==> config.mk <==
export PLATFORM = sky130hd
export DESIGN_NAME = ex_mem_reg
export DESIGN_NICKNAME = d
export VERILOG_FILES = /design/src/rtl/ex_mem_reg_pkg.sv /design/src/rtl/ex_mem_reg_pipe_dff.sv /design/src/rtl/ex_mem_reg.sv
export SDC_FILE = /design/constraint.sdc
export NUM_CORES = 1
export LEC_CHECK = 0
export BUFFER_PORTS_ARGS = -buffer_cell sky130_fd_sc_hd__buf_4
export CAP_MARGIN = 20
export CORE_AREA = 2 2 190 192
export DETAILED_ROUTE_END_ITERATION = 10
export DIE_AREA = 0 0 192 194
export HOLD_SLACK_MARGIN = 0.02
export PLACE_DENSITY = 0.58
export SYNTH_ARGS = -nofsm -noshare
export SYNTH_HDL_FRONTEND = slang
export SYNTH_SLANG_ARGS = --single-unit
export TNS_END_PERCENT = 100
==> constraint.sdc <==
create_clock -name clk -period 2 [get_ports clk]
set_input_delay 0 -clock clk [delete_from_list [all_inputs] [get_ports clk]]
set_output_delay 0 -clock clk [all_outputs]
set_load 0.03 [all_outputs]
==> src/rtl/ex_mem_reg_pkg.sv <==
// ex_mem_reg_pkg: shared pipeline constants, bus widths and stall-bit indices
package ex_mem_reg_pkg;
    localparam int DATA_W     = 32;
    localparam int REG_ADDR_W = 5;
    localparam int ALUOP_W    = 8;
    localparam int CNT_W      = 2;
    localparam int STALL_W    = 6;
    localparam int STALL_EX   = 3;
    localparam int STALL_MEM  = 4;
    localparam logic [DATA_W-1:0]     ZERO_WORD     = '0;
    localparam logic [REG_ADDR_W-1:0] NOP_REG_ADDR  = '0;
    localparam logic [ALUOP_W-1:0]    EXE_NOP_OP    = '0;
    localparam logic                  WRITE_DISABLE = 1'b0;
endpackage

==> src/rtl/ex_mem_reg_pipe_dff.sv <==
// pipe_dff: pipeline field register with async active-low reset, synchronous clear and load
module pipe_dff #(
    parameter int WIDTH = 1
) (
    input  logic             clk,
    input  logic             rst,
    input  logic             ld,
    input  logic             clr,
    input  logic [WIDTH-1:0] d,
    output logic [WIDTH-1:0] q
);
    always_ff @(posedge clk or negedge rst) begin
        if (!rst) q <= '0;
        else if (clr) q <= '0;
        else if (ld) q <= d;
    end
endmodule

==> src/rtl/ex_mem_reg.sv <==
// ex_mem_reg: EX->MEM pipeline register with stall hold/bubble and MADD/MSUB feedback
// Optional EX_MEM_FLUSH_EN adds a synchronous flush input that clears every output.
module ex_mem_reg
    import ex_mem_reg_pkg::*;
#(
    parameter int DATA_W     = ex_mem_reg_pkg::DATA_W,
    parameter int REG_ADDR_W = ex_mem_reg_pkg::REG_ADDR_W,
    parameter int ALUOP_W    = ex_mem_reg_pkg::ALUOP_W,
    parameter int CNT_W      = ex_mem_reg_pkg::CNT_W
) (
    input  logic                  clk,
    input  logic                  rst,
    input  logic [STALL_W-1:0]    stall,
`ifdef EX_MEM_FLUSH_EN
    input  logic                  flush,
`endif
    input  logic [REG_ADDR_W-1:0] ex_wd,
    input  logic                  ex_wreg,
    input  logic [DATA_W-1:0]     ex_wdata,
    input  logic [DATA_W-1:0]     ex_hi,
    input  logic [DATA_W-1:0]     ex_lo,
    input  logic                  ex_whilo,
    input  logic [ALUOP_W-1:0]    ex_aluop,
    input  logic [DATA_W-1:0]     ex_mem_addr,
    input  logic [DATA_W-1:0]     ex_reg2,
    input  logic [2*DATA_W-1:0]   hilo_i,
    input  logic [CNT_W-1:0]      cnt_i,
    output logic [REG_ADDR_W-1:0] mem_wd,
    output logic                  mem_wreg,
    output logic [DATA_W-1:0]     mem_wdata,
    output logic [DATA_W-1:0]     mem_hi,
    output logic [DATA_W-1:0]     mem_lo,
    output logic                  mem_whilo,
    output logic [ALUOP_W-1:0]    mem_aluop,
    output logic [DATA_W-1:0]     mem_mem_addr,
    output logic [DATA_W-1:0]     mem_reg2,
    output logic [2*DATA_W-1:0]   hilo_o,
    output logic [CNT_W-1:0]      cnt_o
);
    localparam int WB_W  = REG_ADDR_W + 1 + DATA_W;
    localparam int HL_W  = 2 * DATA_W + 1;
    localparam int MA_W  = ALUOP_W + 2 * DATA_W;
    localparam int ACC_W = 2 * DATA_W + CNT_W;
    logic adv, bub, fl, mem_clr, acc_clr, acc_ld;
    logic unused_stall;
`ifdef EX_MEM_FLUSH_EN
    assign fl = flush;
`else
    assign fl = 1'b0;
`endif
    assign adv          = ~stall[STALL_EX];
    assign bub          = stall[STALL_EX] & ~stall[STALL_MEM];
    assign mem_clr      = bub | fl;
    // The accumulator intermediate only survives while EX is held.
    assign acc_ld       = stall[STALL_EX];
    assign acc_clr      = adv | fl;
    assign unused_stall = ^{stall[5], stall[2:0]};
    // Clearing to zero yields the NOP bundle since all NOP/disable encodings are zero.
    pipe_dff #(.WIDTH(WB_W)) u_wb (
        .clk(clk), .rst(rst), .ld(adv), .clr(mem_clr),
        .d({ex_wd, ex_wreg, ex_wdata}),
        .q({mem_wd, mem_wreg, mem_wdata})
    );
    pipe_dff #(.WIDTH(HL_W)) u_hl (
        .clk(clk), .rst(rst), .ld(adv), .clr(mem_clr),
        .d({ex_hi, ex_lo, ex_whilo}),
        .q({mem_hi, mem_lo, mem_whilo})
    );
    pipe_dff #(.WIDTH(MA_W)) u_ma (
        .clk(clk), .rst(rst), .ld(adv), .clr(mem_clr),
        .d({ex_aluop, ex_mem_addr, ex_reg2}),
        .q({mem_aluop, mem_mem_addr, mem_reg2})
    );
    pipe_dff #(.WIDTH(ACC_W)) u_acc (
        .clk(clk), .rst(rst), .ld(acc_ld), .clr(acc_clr),
        .d({hilo_i, cnt_i}),
        .q({hilo_o, cnt_o})
    );
    a_stall_prefix: assert property (@(posedge clk) disable iff (!rst)
        !(stall[STALL_MEM] && !stall[STALL_EX]));
endmodule

* Word level (Yosys, flattened, before mapping)
Cells that the tools add are included.
Storage, ports and cells: memories kept 0, latch bits 0, output and inout port bits 241, memory bits (read-only) 0, bits in writable memories 0, word-level logic and storage cells 14, flip-flop bits (word level) 241
Operators by class: equality and inequality tests 1, divide/modulo/power cells 0, multiplexer cells 7, $mul 0, shift-type cells 0, magnitude comparators 0, bitwise operators 2, add/subtract/negate cells 0, reduce and logical (&&, ||, !) cells 0
Operators with widths (number):
- $mux 72 | 2
- $mux 65 | 2
- $mux 38 | 2
- $mux 66 | 1
- $ne 2x1->1 const B | 1
- $and 1x1->1 | 1
- $not 1->1 | 1

* Logic depth before layout (Yosys ltp)
Gate-level depths: netlist (run 1).
word-level depth 3, gate-level depth with buffers 5

* Cells and area by module
From an unflattened synthesis (run 1), not the netlist that was laid out.
Unflattened totals: cell total of the unflattened synthesis 778, area total of the unflattened synthesis 9892.0 µm²
Modules (own cells, without submodules):
- pipe_dff at u_ma | instances 1, seq. area each 1801.7 µm², cells each 232, area an instance 2940.3 µm²
- pipe_dff at u_acc | instances 1, seq. area each 1651.6 µm², cells each 213, area an instance 2717.6 µm²
- pipe_dff at u_hl | instances 1, seq. area each 1626.6 µm², cells each 209, area an instance 2667.6 µm²
- pipe_dff at u_wb | instances 1, seq. area each 950.9 µm², cells each 122, area an instance 1549.0 µm²
- ex_mem_reg | instances 1, seq. area each 0.0 µm², cells each 2, area an instance 17.5 µm²

* Worst setup path after synthesis (run 1)
Ideal clock, no wire load.
path type input port to flip-flop, from input stall[4], to register u_wb.q[31], library setup time 0.121 ns, path buffers 3, required time 1.879 ns, data arrival time 0.714 ns, stages on the path 5, path slack 1.165 ns, cells stage by stage and2_1 -> buf_2 -> buf_6 -> buf_6 -> a22o_1
On the way: longest elaborated chain between the ends 3, elaborated cells between the ends (all ways) 4
RTL lines:
- start: declaration | line ex_mem_reg.sv:13 | input logic [STALL_W-1:0] stall,
- $not 1->1 (*) | line ex_mem_reg.sv:52 | assign bub = stall[STALL_EX] & ~stall[STALL_MEM];
- $and 1x1->1 (*) | line ex_mem_reg.sv:52
- $ne 2x1->1 (no line) or $mux 38 (tied branches)
- end signal: assignment | line ex_mem_reg_pipe_dff.sv:13 | if (!rst) q <= '0;
- end signal: assignment | line ex_mem_reg_pipe_dff.sv:14 | else if (clr) q <= '0;
- end signal: assignment | line ex_mem_reg_pipe_dff.sv:15 | else if (ld) q <= d;
- end: declaration | line ex_mem_reg_pipe_dff.sv:10 | output logic [WIDTH-1:0] q
Every way passes the cells marked *; elsewhere a longest branch is shown, timed or not. A chain may end at the register's enable or synchronous reset.

==> parameters.txt, run 1 <==
Parameter                              Value

Run status
  Outcome    finished, final reports clean

STA
  Setup_tns    0 ps
  Min Clock Period, post-route    1220 ps
  Setup repair after global routing missed its margin    false
  Clock skew after layout    0 ps
  Period utilisation layout    60.9%
  Transition time of the tightest slew-check pin    554 ps
  Total count of hold-check failures in the final report    0
  Peak clock frequency supported by timing    0.821 GHz
  Max-Slew Margin vs Limit    63.1%
  Max Transition Viols Final    0
  Final number of setup-violating endpoints    0

Critical path
  Combined buffer and inverter count along the critical path    4
  Kind of cell adding the most delay to the critical path    buffers and inverters
  Cell with the largest stage delay on the worst path    dlygate4sd3_1
  Critical path startpoint category    input pin
  Ordered list of cells on the worst path    dlygate4sd3_1 > dlygate4sd3_1 > buf_8 > buf_12
  Worst path most repeated cell    dlygate4sd3_1
  Critical path arrival    1930 ps
  Largest fanout on the critical path    59
  Nature of the critical path endpoint    asynchronous set/reset pin
  Worst stage delay on the critical path    590 ps
  Required time at the worst-slack endpoint    2710 ps
  Timing startpoint of the critical path    rst
  Type of the worst setup path    input pin to asynchronous set/reset pin
  Worst reg2reg startpoint    u_wb.q[18]

Route
  Residual DRC    0
  DRT antenna net count    0
  Iter 0 DRT Violations    316
  Number of vias after detailed routing    7518
  Detailed Route WL    29.8 mm
  Detailed-routing iteration count for the pre-antenna-repair pass    4
  Drt via density    4.30
  Detail-routed net length per standard cell    17.0 um

Placed design
  Count of buffers from port buffering    485
  Final estimated routing congestion in global placement    0.790
  Total half-perimeter wirelength after legalization and detailed placement    19.4 mm

Synthesis
  Post-synthesis cell type with the largest combined area    dfrtp_1
  Synth top area cells    dfrtp_1 73%, a22o_1 18%, and2_1 5.0%
  Yosys warns    0
  Share of synthesized flip-flops with an asynchronous set or reset    100%
  Count leader, synth    dfrtp_1
  Primary FF master, synth    dfrtp_1
  EDFF count, synth    0
  Sequential element share of the synthesized area    72.6%
  Post-synthesis register bit count    241
  Synth Instances    530
  Leading cell types by count after synthesis    241 x dfrtp_1, 175 x a22o_1, 67 x and2_1
  Mapped cell area    0.00831 sq mm
  Syn_area_per_cell    15.7 sq um
  Number of nets in the synthesized netlist    779
  Area fraction of the dominant cell type after synthesis    72.6%
  Number of library cell types mapped by synthesis    7

Global route
  Maximum number of pins on one net before global-route repair    67
  Number of global-route vias before repair    8224
  Global-route wire length before repair    45.0 mm
  Gr usage total    15.3%
  Global route overflow    0
  Initial antenna violation count    0

Die
  Die extent in x    192 um
  Die Y-Extent    194 um
  Initial Util    23.6%
  Count of boundary I/O pins    490
  Core Footprint    0.0352 sq mm
  Overall die area    0.0372 sq mm
  Std cell rows    69

Clock tree
  Total of cells resized after clock tree synthesis    0
  CTS tree    done
  CTS Root Buffer Type    clkbuf_16
  Number of CTS-inserted buffers    28
  Number of clock sinks seen by CTS    241
  Reg clk slew, reported paths    60 ps
  Clock latency reported for the late side of the worst-skew pair    550 ps
  CTS max path bufs    3
  Post CTS Setup Buffer Count    0
  H-tree levels    1
  Number of hold buffers added after CTS    243

Worst hold path
  Hold Crit Class    input pin to register
  Worst Min Path Start    stall[3]

Finish
  Share of post-route cells with drive strength above 1    43.2%
  Number of inserted diodes    0
  Filler cell count in the final layout    3038
  Layout area overhead    91.4%
  Final layout net count    1515

Pwr
  Maximum vdd ir drop    640 uV
  Leak Pwr    0.00789 uW
  Power density normalized to cell area    832 mW/mm^2
  Post-layout total power    13200 uW

Run
  Max Cap Violations    0
==> stage by stage <==
| stage | hold WS, ps | utilization [%] | instances | instance area, sq um | setup slack [ps] |
|---|---|---|---|---|---|
| CTS | 30.8 | 45.2 | 1749 | 15900 | 784 |
| finish | 50.2 | 45.2 | 1749 | 15900 | 782 |
| global placement | -13.2 | 35.5 | 1454 | 12500 | 803 |
| detailed placement | -13.2 | 35.5 | 1454 | 12500 | 785 |
| global route | 61.8 | 45.2 | 1749 | 15900 | 638 |
| floorplan | -296 | - | 530 | 8310 | 1160 |
==> power by group <==
group | switching [uW] | internal, uW
Clock | 2050 | 3170
Combinational | 1340 | 1290
Sequential | 180 | 5200
==> registers in the layout, summed over array words and instances (netlist names) <==
| name | flops |
|---|---|
| u_ma.q | 72 |
| u_wb.q | 38 |
| u_hl.q | 65 |
| u_acc.q | 66 |
==> area by class of cell <==
type | instances | area, sq um | share of cell area (%)
clock inverter | 9 | 115 | 0.724
multi-input combinational | 242 | 1950 | 12.3
clock buffer | 43 | 847 | 5.33
tap | 461 | 577 | 3.63
inverter | 1 | 8.76 | 0.0551
sequential | 241 | 6030 | 37.9
timing repair buffer | 752 | 6370 | 40.1
==> final timing paths <==
check | endpoint | slack (ps) | cells after the start
setup / recovery | u_wb.q[36] | 780 | 4
hold / removal | u_hl.q[3] | 50 | 3
setup reg to reg | u_wb.q[18] | 1260 | 1
hold reg to reg | u_hl.q[23] | 490 | 1
max in group clk | mem_lo[14] | 840 | 1
min in group asynchronous | u_hl.q[17] | 520 | 3
==> logic make-up (layout without fill, tap and decap cells) <==
logic type,count (synthesis),after routing,share of synthesized area (%)
compound gates,175,175,18.4
buf+inv,47,805,3.94
flops,241,241,72.6
simple gates,67,67,5.04
==> layer usage <==
| layer | part of all wire [%] | global-route usage, % | up-vias |
|---|---|---|---|
| met4 | 3.9 | 6.25 | 0 |
| met2 | 50 | 26.9 | 363 |
| met1 | 37 | 17.1 | 3662 |
| met3 | 8.7 | 4.74 | 80 |
| li1 | - | - | 3413 |
| met5 | 0 | 0 | - |
==> cell usage in the layout, fill, tap and decap left out, types with 2 or more instances in the layout <==
cell type	Yosys	routed
buf_4	0	499
dlygate4sd3_1	0	243
dfrtp_1	241	241
a22o_1	175	175
and2_1	67	66
clkbuf_16	0	28
clkbuf_8	0	9
buf_12	0	9
clkbuf_1	10	6
clkinv_2	0	4
bufinv_16	0	2
(Power assumes the default switching activity.)
==> run 2: changes to the inputs <==
==> constraint.sdc (replaced) <==
create_clock -name clk -period 1.2 [get_ports clk]
set_input_delay 0 -clock clk [delete_from_list [all_inputs] [get_ports clk]]
set_output_delay 0 -clock clk [all_outputs]
set_load 0.03 [all_outputs]
==> run 2 against run 1 <==
  * Combinational power grew 71%
  * Clock skew unchanged
  * Non-clock buffer count up 32
  * Via count increased by 1.5%
  * Sequential share of layout area fell by 0.62 points
  * First-iteration DRC count down 9.5%
  * Cell area up 1.7%
  * Clock power grew 58%
  * Largest cell class unchanged
  * Setup slack got worse by 710 ps
  * Global-route usage increased by 0.78 points
  * Die area stayed put
==> parameters.txt, run 2 (synthesis gave the netlist of run 1 again) <==
Parameter                              Value

Global route
  Gr usage total    16.1% (+0.78 points)
  Global route overflow    0 (unchanged)
  Maximum number of pins on one net before global-route repair    86 (+28%)
  Initial antenna violation count    0 (unchanged)
  Number of global-route vias before repair    8659 (+5.3%)
  Global-route wire length before repair    47.2 mm (+4.9%)

Placed design
  DP Cell Count    1458 (+0.28%)
  Total half-perimeter wirelength after legalization and detailed placement    19.5 mm (+0.85%)
  Count of buffers from port buffering    485 (unchanged)
  Final estimated routing congestion in global placement    0.780 (-1.2%)

Critical path
  Path length in cells of the critical path    1 (-3)
  Kind of cell adding the most delay to the critical path    flip-flops
  Critical path startpoint category    register
  Worst R2R Path Depth    1 (unchanged)
  Worst stage delay on the critical path    410 ps (-180 ps)
  Largest fanout on the critical path    2 (-97%)
  Ordered list of cells on the worst path    buf_4
  Endpoint of the worst register-to-register path    u_ma.q[21]
  Type of the worst setup path    register to output pin
  Cell with the largest stage delay on the worst path    dfrtp_1
  Worst reg2reg startpoint    u_ma.q[21]
  Worst-case register-to-register setup slack    480 ps (-780 ps)
  Combined buffer and inverter count along the critical path    1 (-3)
  Nature of the critical path endpoint    output pin
  Required time at the worst-slack endpoint    1200 ps (-1510 ps)
  Critical path arrival    1130 ps (-800 ps)

Route
  DRT antenna net count    0 (unchanged)
  Highest Signal Layer    met4
  Residual DRC    0 (unchanged)
  Drt via density    4.29 (-0.12%)
  Met3 Wirelength    2.51 mm (-3.8%)
  Met1 layer wirelength in the final routing    11.9 mm (+6.6%)
  Detailed Route WL    31.1 mm (+4.4%)
  Detailed-routing iteration count for the pre-antenna-repair pass    4 (unchanged)
  Met2 Wirelength    15.8 mm (+5.9%)
  Detail-routed net length per standard cell    17.5 um (+2.7%)
  Iter 0 DRT Violations    286 (-9.5%)
  Number of vias after detailed routing    7629 (+1.5%)

Pwr
  Comb power frac    20.8% (+0.9 points)
  Maximum vdd ir drop    1000 uV (+57%)
  Power density normalized to cell area    1350 mW/mm^2 (+62%)
  Fraction of power spent switching nets    27.0% (+0.048 points)
  Net Switching    5880 uW (+65%)
  Clock Power Share    38.0% (-1.4 points)
  Leak Pwr    0.00804 uW (+1.9%)
  Cell Int Power    15900 uW (+64%)
  Sequential power share    41.2% (+0.6 points)

Clock tree
  Number of CTS-inserted buffers    26 (-7.1%)
  CTS max path bufs    3 (unchanged)
  Number of clock sinks seen by CTS    241 (unchanged)
  Clock latency reported for the late side of the worst-skew pair    540 ps (about the same)
  CTS Root Buffer Type    clkbuf_16
  CTS tree    done
  H-tree levels    1 (unchanged)
  Reg clk slew, reported paths    60 ps (about the same)

Finish
  Top register by number of flip-flops    u_ma.q
  Number of inserted diodes    0 (unchanged)
  Leading cell type in the layout, fill and taps excluded    buf_4
  Filler cell count in the final layout    3039 (+0.033%)
  Max FFs per register    72 (unchanged)
  Multi-input logic area    0.00195 sq mm (unchanged)
  Share of post-route cells with drive strength above 1    42.3% (-0.92 points)
  Largest registers in the final layout    u_ma.q x72, u_acc.q x66, u_hl.q x65
  Final layout net count    1545 (+2.0%)
  Area of all sequential standard cells    0.00603 sq mm (unchanged)
  Fin cells    1777 (+1.6%)
  Commonest cells after routing, fill and taps aside    501 x buf_4, 271 x dlygate4sd3_1, 241 x dfrtp_1
  Layout area overhead    94.6%

STA
  Total count of hold-check failures in the final report    0 (unchanged)
  Max Transition Viols Final    0 (unchanged)
  Clock skew after layout    0 ps (unchanged)
  Final number of setup-violating endpoints    0 (unchanged)
  Min Clock Period, post-route    1130 ps
  Max-Slew Margin vs Limit    70.0% (+6.9 points)
  Worst hold slack    57.3 ps (+7.08 ps)
  Transition time of the tightest slew-check pin    451 ps (-103 ps)
  Setup_tns    0 ps (unchanged)
  Peak clock frequency supported by timing    0.885 GHz
  Period utilisation layout    94.2%
  Setup repair after global routing missed its margin    false

Worst hold path
  Worst Min Path Start    stall[3]
  Hold path cells    3 (unchanged)
  End of the worst hold path    u_acc.q[1]
  Hold Crit Class    input pin to register

Die
  Overall die area    0.0372 sq mm (unchanged)
  Die Y-Extent    194 um (unchanged)
  Count of boundary I/O pins    490 (unchanged)
  Initial Util    23.6% (unchanged)
  Die extent in x    192 um (unchanged)
  Std cell rows    69 (unchanged)
  Core Footprint    0.0352 sq mm (unchanged)

Run status
  Outcome    finished, final reports clean

Run
  Max Cap Violations    0 (unchanged)
==> run 2: cell types whose count changed in the layout (fill, tap and decap cells not counted) <==
cell	change
dlygate4sd3_1	+28
clkbuf_16	-1
clkinvlp_4	-1
buf_4	+2
clkbuf_8	-2
buf_12	+3
buf_8	-1
inv_8	-1
clkinv_8	-1
clkinv_2	+2
==> run 2: timing repair <==
action                                 in CTS  in global routing
endpoints found under the hold margin     482                  0
resized for setup                           0                  1
setup endpoints to repair                   0                 18
setup buffers                               0                  0
hold buffers                              271                  0
==> run 2: power groups by stage <==
| stage | registers [uW] | logic, uW | clock network, uW |
|---|---|---|---|
| 2_1_floorplan | 10200 | 696 | 0 |
| 3_3_place_gp | 9080 | 3740 | 0 |
| 3_5_place_dp | 9090 | 3770 | 0 |
| 4_1_cts | 8960 | 4500 | 8440 |
| 5_1_grt | 9020 | 4760 | 8870 |
| 6_report | 8970 | 4520 | 8260 |
==> run 2: cell type report <==
type / count / share of cell area, %
flip-flops and latches: 241 / 37.3
multi-input cells: 242 / 12.1
clock inverters: 8 / 0.557
well taps: 461 / 3.57
repair buffers: 784 / 41.5
inverters: 1 / 0.0542
clock buffers: 40 / 4.91
==> run 2: worst max path at each step <==
stage | slack [ps] | from | end
2_1_floorplan | 360 | stall[4] | u_wb.q[31]
3_3_place_gp | 230 | stall[3] | u_ma.q[19]
3_5_place_dp | 210 | stall[3] | u_wb.q[14]
4_1_cts | 40 | u_hl.q[16] | mem_lo[15]
5_1_grt | 30 | u_hl.q[16] | mem_lo[15]
6_report | 70 | u_hl.q[3] | mem_lo[2]
==> run 2: per-layer routing <==
layer | global-route usage (%) | vias to the layer above
li1 | - | 3468
met1 | 18.1 | 3754
met2 | 28.8 | 343
met3 | 4.36 | 64
met4 | 6.11 | 0
met5 | 0 | -
==> run 2: through the flow <==
stage / setup WS [ps] / cell area [sq um] / utilization (%) / power [uW]
finish: 70.0 / 16200 / 45.9 / 21800
global placement: 228 / 12600 / 35.7 / 12800
detailed placement: 208 / 12600 / 35.7 / 12900
CTS: 42.4 / 16200 / 45.9 / 21900
floorplan: 365 / 8310 / - / 10900
global route: 26.8 / 16200 / 45.9 / 22700
